[src/rtl/fetch_stage_pkg.sv]
// Shared fetch/decode definitions: FSM state encodings, instruction field
// positions and the default reset PC.
package fetch_stage_pkg;

  typedef enum logic [1:0] {
    IDLE  = 2'd0,
    FETCH = 2'd1,
    HOLD  = 2'd2,
    ERR   = 2'd3
  } fetch_state_t;

  localparam logic [31:0] DEFAULT_RESET_PC = 32'h0000_3000;

  // LSB position of each instruction field; widths are fixed by the ISA.
  localparam int OP_LSB = 26;
  localparam int RS_LSB = 21;
  localparam int RT_LSB = 16;
  localparam int RD_LSB = 11;
  localparam int SA_LSB = 6;

endpackage

[src/rtl/fetch_stage_instr_field_split.sv]
// Purely combinational split of a 32-bit instruction word into its fields.
// Shared with the decode stage.
module instr_field_split
  import fetch_stage_pkg::*;
(
  input  logic [31:0] instr,
  output logic [5:0]  op,
  output logic [4:0]  rs,
  output logic [4:0]  rt,
  output logic [4:0]  rd,
  output logic [4:0]  sa,
  output logic [5:0]  func,
  output logic [15:0] imm,
  output logic [25:0] instr_index
);

  assign op          = instr[OP_LSB +: 6];
  assign rs          = instr[RS_LSB +: 5];
  assign rt          = instr[RT_LSB +: 5];
  assign rd          = instr[RD_LSB +: 5];
  assign sa          = instr[SA_LSB +: 5];
  assign func        = instr[5:0];
  assign imm         = instr[15:0];
  assign instr_index = instr[25:0];

endmodule

[src/rtl/fetch_stage.sv]
// Instruction-fetch front end: PC register, imem req/ack FSM with a fetch
// timeout, and the presented instruction with its decoded fields.
module fetch_stage
  import fetch_stage_pkg::*;
#(
  parameter logic [31:0] RESET_PC = DEFAULT_RESET_PC,
  parameter int          TIMEOUT  = 16
) (
  input  logic        clk,
  input  logic        rst,
  output logic        imem_req,
  output logic [31:0] imem_addr,
  input  logic        imem_ack,
  input  logic [31:0] imem_rdata,
  input  logic        retire,
  input  logic [31:0] pc_result,
  output logic        instr_valid,
  output logic [31:0] instr,
  output logic [31:0] pc,
  output logic [31:0] pc_4,
  output logic [5:0]  op,
  output logic [4:0]  rs,
  output logic [4:0]  rt,
  output logic [4:0]  rd,
  output logic [4:0]  sa,
  output logic [5:0]  func,
  output logic [15:0] imm,
  output logic [25:0] instr_index,
  output logic        fetch_err,
  output logic [1:0]  fsm_state
);

  // Handshake: imem_req is high for every FETCH cycle with imem_addr held at pc;
  // a cycle with imem_req && imem_ack transfers imem_rdata. retire is only
  // honoured while instr_valid is high (HOLD); it is ignored elsewhere.

  fetch_state_t state, state_next;
  logic [7:0]   wait_cnt;
  logic         timeout_hit;
  logic         target_aligned;

  // The counter reaches TIMEOUT on the edge that ends the TIMEOUT-th unacked cycle.
  assign timeout_hit    = (wait_cnt == 8'(TIMEOUT - 1));
  assign target_aligned = (pc_result[1:0] == 2'b00);

  always_comb begin
    state_next = state;
    case (state)
      IDLE:    state_next = FETCH;
      FETCH: begin
        if (imem_ack)         state_next = HOLD;
        else if (timeout_hit) state_next = ERR;
      end
      HOLD: begin
        if (retire) state_next = target_aligned ? FETCH : ERR;
      end
      ERR:     state_next = ERR;
      default: state_next = IDLE;
    endcase
  end

  always_ff @(posedge clk) begin
    if (rst) begin
      state       <= IDLE;
      pc          <= RESET_PC;
      instr       <= '0;
      instr_valid <= 1'b0;
      wait_cnt    <= '0;
    end else begin
      state <= state_next;
      case (state)
        IDLE: wait_cnt <= '0;
        FETCH: begin
          if (imem_ack) begin
            instr       <= imem_rdata;
            instr_valid <= 1'b1;
          end else begin
            wait_cnt <= wait_cnt + 8'd1;
          end
        end
        HOLD: begin
          if (retire) begin
            instr_valid <= 1'b0;
            wait_cnt    <= '0;
            if (target_aligned) pc <= pc_result;
          end
        end
        default: instr_valid <= 1'b0;
      endcase
    end
  end

  assign imem_req  = (state == FETCH);
  assign imem_addr = pc;
  assign pc_4      = pc + 32'd4;
  assign fetch_err = (state == ERR);
  assign fsm_state = state;

  instr_field_split u_split (
    .instr       (instr),
    .op          (op),
    .rs          (rs),
    .rt          (rt),
    .rd          (rd),
    .sa          (sa),
    .func        (func),
    .imm         (imm),
    .instr_index (instr_index)
  );

endmodule

[config.mk]
export PLATFORM = sky130hd
export DESIGN_NAME = fetch_stage
export DESIGN_NICKNAME = d
export VERILOG_FILES = /design/src/rtl/fetch_stage_pkg.sv /design/src/rtl/fetch_stage_instr_field_split.sv /design/src/rtl/fetch_stage.sv
export SDC_FILE = /design/constraint.sdc
export NUM_CORES = 1
export LEC_CHECK = 0
export BUFFER_PORTS_ARGS = -buffer_cell sky130_fd_sc_hd__buf_2
export CORE_ASPECT_RATIO = 2
export CORE_MARGIN = 1
export CORE_UTILIZATION = 38
export DETAILED_ROUTE_END_ITERATION = 10
export PLACE_DENSITY_LB_ADDON = 0.1
export SLEW_MARGIN = 20
export SYNTH_ARGS = -nofsm -noshare
export SYNTH_HDL_FRONTEND = slang
export SYNTH_SLANG_ARGS = --single-unit
[constraint.sdc]
create_clock -name clk -period 1.6 [get_ports clk]
set_clock_uncertainty 0.05 [all_clocks]
set_input_delay 0 -clock clk [delete_from_list [all_inputs] [get_ports clk]]
set_output_delay 0 -clock clk [all_outputs]
set_load 0.01 [all_outputs]
; Yosys cells after proc, flatten, opt, wreduce, memory -nomap -nowiden
; Cells that the tools add are included.
[word_totals]
ff_bits = 75
in_bits = 68
out_inout_bits = 207
word_cells = 35
[classes]
n_addsub = 2
n_eq_ne = 8
n_mux = 11
bitwise_logic = 1
reduce_logical = 8
[ops]
columns = operator, n
row1 = "32-bit by 3-bit adder with 32-bit output, second input constant", 1
row2 = 8-bit one-hot mux with 3 select lines, 1
row3 = 8-bit 2-to-1 mux, 2
row4 = 3-bit AND reduction, 3
row5 = "8-bit by 1-bit adder with 8-bit output, second input constant", 1
row6 = "8-bit by 4-bit equality test with 1-bit output, second input constant", 1
row7 = 2-bit 2-to-1 mux, 4
row8 = 2-bit one-hot mux with 4 select lines, 1
row9 = "2-bit equality test, second input constant", 2
row10 = 2-bit zero test, 2
row11 = "2-bit inequality test, second input constant", 2
row12 = 2-bit AND reduction, 2
row13 = "3-bit by 1-bit inequality test with 1-bit output, second input constant", 1
row14 = 1-bit one-hot mux with 3 select lines, 1
row15 = 3-bit nonzero test, 1
row16 = "2-bit by 1-bit equality test with 1-bit output, second input constant", 1
row17 = 1-bit 2-to-1 mux, 2
row18 = "2-bit by 1-bit inequality test with 1-bit output, second input constant", 1
row19 = 1-bit NOT, 1

; Longest topological paths before layout
; Gate-level depths: netlist (run 1).
[depth]
depth_word = 4
depth_mapped = 6
ltp_nobuf = 5

; By module
; From an unflattened synthesis (run 1), not the netlist that was laid out.
[hier_totals]
hier_cells = 532
area_unflattened_um2 = 4160.2
[modules_own_cells]
columns = module, n_inst, cells_per_inst, area_per_inst_um2
row1 = fetch_stage, 1, 458, 3604.7
row2 = instr_field_split, 1, 74, 555.5

; Worst setup path before layout (run 1)
; No wires, ideal clock.
[synth_path]
kind = register -> output
from = register pc[2], in the netlist imem_addr[2]
to = output port pc_4[18]
t_arrival_ps = 1645
setup_slack_ps = -95
path_stages_with_launch = 7
path_buffers = 1
cell_sequence = dfxtp_1 -> ha_1 -> and3_2 -> clkbuf_1 -> nand4_2 -> nor3_1 -> xor2_1
[synth_via]
elab_chain_cells = 1
[synth_lines]
columns = item, line
row1 = "start, declared", fetch_stage.sv:19  ; output logic [31:0] pc,
row2 = "start signal, assigned", fetch_stage.sv:85  ; if (target_aligned) pc <= pc_result;
row3 = 32-bit by 3-bit adder with 32-bit output, fetch_stage.sv:95  ; assign pc_4 = pc + 32'd4;
row4 = "end, declared", fetch_stage.sv:20  ; output logic [31:0] pc_4,
; Every way passes these cells.

; Final worst setup path (run 1)
[layout_path]
from = register pc[3], in the netlist imem_addr[3]
to = output port pc_4[30]
; The elaborated chain is that of the path after synthesis.

==> flow_metrics.tcl, run 1 <==
set metrics [dict create \
    status "complete, but fails checks" \
    violations "negative setup slack" \
    clock_latency_ns 0.33 \
    worstPathCellList "ha_4, and3_4, nand3_4, nor4_4, xor2_1, buf_2" \
    ioPinCount 275 \
    dp_hpwl_um 9010 \
    gp_congestion 0.851 \
    ir_worst_vdd_uv 615 \
    dieArea_um2 11400 \
    maxCapViolations 0 \
    antenna_found_initial 0 \
    dp_slack_ns 0.00989 \
    clockBufferDepth 2 \
    slew_headroom 0.685 \
    die_h_um 150 \
    whs_path_depth 4 \
    die_w_um 76.0 \
    synth-main-ff-cell "dfxtp_1" \
    route.met2.wl_um 7020 \
    yosysWarnings 0 \
    syn_area_per_cell_um2 7.82 \
    worstPathArrival_ns 1.80 \
    cts_sinks 75 \
    drt_iter0_drc 110 \
    grt_pass1_wl_um 19500 \
    dr_wl_met3_um 633 \
    seq_area_frac_synth 0.361 \
    nets 869 \
    vias 4345 \
    cts_tree "built" \
    synthCells 532 \
    first_global_vias 3974 \
    synth_area_um2 4160 \
    yosysMostFrequentCell "nand2_1" \
    cp-end-kind "output port" \
    required_ns 1.55 \
    placedInstanceArea_um2 5140 \
    synth-seq-cells 75 \
    setup_tns_ns -3.41 \
    drc 0 \
    synth_edf_count 0 \
    fmax_mhz 539 \
    cts-root-buf "clkbuf_16" \
    critPathMaxFanout 5 \
    drive_gt1_frac 0.479 \
    coreArea_um2 10600 \
    path_clk_slew_ns 0.05 \
    wirelength_met1_um 4580 \
    routedWlPerCell_um 13.4 \
    cts_inserted_buffers 9 \
    grt_overflow 0 \
    rsz0062_at_grt "true" \
    fin_crit_ns 1.85 \
    path_class "reg -> out" \
    cpPeakStageDelay_ns 0.37 \
    cts_max_level 3 \
    crit_slowest_cell "dfxtp_4" \
    holdWs_ns 0.0428 \
    ff2ff_path_depth 5 \
    syn_to_final_growth_pct 54.6 \
    leakagePower_nw 3.41 \
    async_reset_ff_frac 0 \
    yosysTopAreaCell "dfxtp_1" \
    synth_top_area_share 0.361 \
    antenna-diode-count 0 \
    setup_violations 21 \
    instances_no_fill 941 \
    dp_cells 849 \
    ant_nets 0 \
    hold_path.class "in -> reg" \
    crit_path_start_kind "flop" \
    finalCritPeriodShare 1.16 \
    power.total_mw 4.59 \
    rows 53 \
    worstMarginPinSlew_ns 0.473 \
    top_layer "met4" \
    final_util 0.606 \
    syn_nets 602 \
    viasPerCell 4.62 \
    stdcell_area_um2 6430 \
    hold_viol 0 \
    grt_max_degree 35 \
    dr.pass1.iters 4 \
    routed_wl_um 12600 \
    yosys-top-cells-area "dfxtp_1 36%, buf_4 21%, nand2_1 13%, a21oi_1 7.7%, xor2_1 5.1%" \
    powerDensity_nw_per_um2 713 \
    slew_violations 0 \
    grtUsageTotal 0.217 \
    synthTopCellsByCount "139 x nand2_1, 114 x buf_4, 75 x dfxtp_1" \
    setup_ws_ns -0.254 \
    numPortBuffers 274 \
    initial_utilization 0.392 \
    yosysUniqueCellTypes 39 \
]
[where the power goes]
group / total [mW] / switching (mW) / internal (mW)
sequential: 1.97 / 0.0551 / 1.92
combinational: 0.664 / 0.319 / 0.345
clock: 1.95 / 0.729 / 1.22
total: 4.59 / 1.10 / 3.48
[placed cells by master (no fill, tap or decap), types with 3 or more instances in the layout]
master and n:
xor2_1 24, a21oi_1 64, dlygate4sd3_1 63, buf_4 40
buf_2 274, nand4_1 4, o21ai_0 3, buf_12 6
dfxtp_2 9, nand3_1 4, and4_4 4, nand2_1 139
nor2_1 13, clkbuf_16 10, and2_1 3, nor3_4 3
nor4_4 5, inv_1 5, nand3_4 3, clkbuf_8 4
buf_6 7, dfxtp_1 64, xnor2_1 9, o211ai_1 4
[timing repair]
item / 4_1_cts / 5_1_grt
pin swaps: 11 / 19
setup endpoints to repair: 24 / 39
hold buffers: 63 / 0
resized for setup: 35 / 22
hold endpoints to repair: 63 / 0
cloned: 0 / 1
buffers inserted: 5 / 7
[layout make-up]
| cell class | count | area, um^2 |
|---|---|---|
| Timing Repair Buffer | 391 | 2530 |
| Clock buffer | 15 | 288 |
| Sequential cell | 75 | 1520 |
| Inverter | 5 | 18.8 |
| Tap cell | 137 | 171 |
| Multi-Input combinational cell | 317 | 1900 |
| Fill cell | 979 | 4180 |
| Clock inverter | 1 | 5.00 |
[registers in the layout, indices dropped and copies added (netlist names)]
name	flops
instr	32
imem_addr	32
fsm_state	2
instr_valid	1
wait_cnt	8
[worst paths after layout]
path,from,endpoint,slack [ns]
max,imem_addr[3],pc_4[30],-0.25
min,pc_result[1],fsm_state[1],0.04
max reg2reg,fsm_state[0],imem_addr[2],0.19
min reg2reg,instr_valid,instr_valid,0.41
[layer usage]
metal  vias up  GRT usage
met1      1959      0.220
li1       2157          -
met3        27     0.0305
met5         -          0
met2       202      0.427
met4         0      0.106
[cell families after synthesis]
logic type               after synthesis  synth area share
AND/OR/NAND/NOR                      205             0.232
buffers and inverters                140             0.232
AO/OA/AOI/OAI                         76            0.0974
flip-flops                            75             0.361
XOR/XNOR                              34            0.0716
adder cells (fa/ha/maj)                2           0.00601
[critical path, delay by kind of cell, from the launching register on]
family	cells	cell delay (ns)
xor gates and xnor gates	1	0.18
adders and majority gates	1	0.14
buffers and inverters	1	0.15
DFF	1	0.37
and+or+nand+nor	3	0.64
Note: power is estimated with default switching activity, not from simulation.
==> run 2, diff against run 1 <==
Settings changed: CORE_MARGIN 1 to 4.
==> run 2 against run 1 <==
Net effect: the run still ends with negative setup slack left; via count about the same; sequential power hardly changed; core utilization grew 0.50 points; critical path depth fell by 1; design area grew 0.82%; wire length increased by 3.7%; fmax fell by 2.7%; sequential cell count is the same; sequential share of layout area is 0.15 points lower; die area up 12%; power is 5.2% higher; clock power rose by 12%; critical path type unchanged.
==> flow_metrics.tcl, run 2 (synthesis results as in run 1) <==
set metrics [dict create \
    n_fill_cell 947 \
    cts_max_level 3 \
    coreArea_um2 10600 \
    violations "negative setup slack" \
    ant_nets 0 \
    ioPinCount 275 \
    cts_sinks 75 \
    worstPathArrival_ns 1.86 \
    maxCapViolations 0 \
    syn_to_final_growth_pct 55.9 \
    routed_wl_um 13100 \
    die_h_um 156 \
    slew_headroom 0.699 \
    hold_viol 0 \
    regArea_um2 1520 \
    dr.pass1.iters 4 \
    first_global_vias 4195 \
    cts_tree "built" \
    grt_max_degree 38 \
    slew_violations 0 \
    leakagePower_nw 3.43 \
    cts_inserted_buffers 9 \
    drt_iter0_drc 93 \
    die_w_um 82.0 \
    path_clk_slew_ns 0.06 \
    clock_latency_ns 0.32 \
    grt_pass1_wl_um 19900 \
    drive_gt1_frac 0.485 \
    vias 4343 \
    holdWs_ns 0.0162 \
    clockBufferDepth 2 \
    viasPerCell 4.62 \
    stdcell_area_um2 6480 \
    setup_tns_ns -3.74 \
    antenna-diode-count 0 \
    grtUsageTotal 0.197 \
    worstPathCellList "and4_4, nand4_4, nor4_1, xor2_1, buf_2" \
    required_ns 1.55 \
    cpPeakStageDelay_ns 0.45 \
    cts-root-buf "clkbuf_16" \
    setup_ws_ns -0.306 \
    gp_congestion 0.793 \
    dieArea_um2 12800 \
    numPortBuffers 274 \
    dp_slack_ns -0.0145 \
    crit_path_start_kind "flop" \
    rsz0062_at_grt "true" \
    powerDensity_nw_per_um2 744 \
    path_class "reg -> out" \
    critPathMaxFanout 4 \
    antenna_found_initial 0 \
    routedWlPerCell_um 13.9 \
    layout_common_cells "274 x buf_2, 138 x nand2_1, 64 x a21oi_1, 63 x dlygate4sd3_1, 62 x dfxtp_1" \
    fin_crit_ns 1.91 \
    final_util 0.611 \
    initial_utilization 0.392 \
    placedInstanceArea_um2 5110 \
    dp_hpwl_um 9690 \
    drc 0 \
    dp_cells 849 \
    rows 53 \
    finalCritPeriodShare 1.19 \
    setup_violations 25 \
    ir_worst_vdd_uv 669 \
    status "complete, but fails checks" \
    worstMarginPinSlew_ns 0.448 \
    hold_path.class "in -> reg" \
    fmax_mhz 525 \
    multi_input_area_um2 1910 \
    grt_overflow 0 \
    nets 869 \
    power.total_mw 4.83 \
    crit_slowest_cell "nor4_1" \
    cp-end-kind "output port" \
    instances_no_fill 941 \
    final_common_cell "buf_2" \
]
## run 2: timing repair
action,in CTS,in global routing
pin swaps,17,26
hold buffers,63,0
gates resized for setup,36,29
endpoints found under the hold margin,62,0
setup endpoints to repair,25,30
setup buffers,7,5
cloned,0,1
## run 2: critical path, delay by kind of cell, from the launching register on
family / cells / cell delay, ns
XOR/XNOR: 1 / 0.19
buffers and inverters: 1 / 0.15
flip-flops: 1 / 0.32
AND/OR/NAND/NOR: 3 / 0.86
## run 2: layout make-up
type / instances / share of cell area
Timing Repair Buffer: 391 / 0.391
Multi-Input combinational cell: 317 / 0.295
Sequential cell: 75 / 0.235
Clock buffer: 12 / 0.0396
Tap cell: 137 / 0.0264
Clock inverter: 4 / 0.0112
Inverter: 5 / 0.00289
## run 2: power breakdown
group | switching (mW) | internal (mW) | total (mW)
Sequential | 0.0540 | 1.92 | 1.97
Combinational | 0.322 | 0.343 | 0.665
Clock | 0.740 | 1.45 | 2.19
## run 2: final timing paths
check / startpoint / end / slack (ns) / cells after the start
worst max-delay path: imem_addr[14] / pc_4[25] / -0.31 / 5
worst min-delay path: imem_ack / wait_cnt[0] / 0.02 / 4
worst max register to register: fsm_state[0] / wait_cnt[4] / 0.20 / 6
worst min register to register: instr_valid / instr_valid / 0.41 / 2
## run 2: metal layers
layer | vias up | track usage | wire (um)
met3 | 25 | 0.0445 | 1050
met4 | 0 | 0.0935 | 336
met1 | 1963 | 0.194 | 4460
li1 | 2156 | - | -
met2 | 199 | 0.372 | 7230
met5 | - | 0 | 0
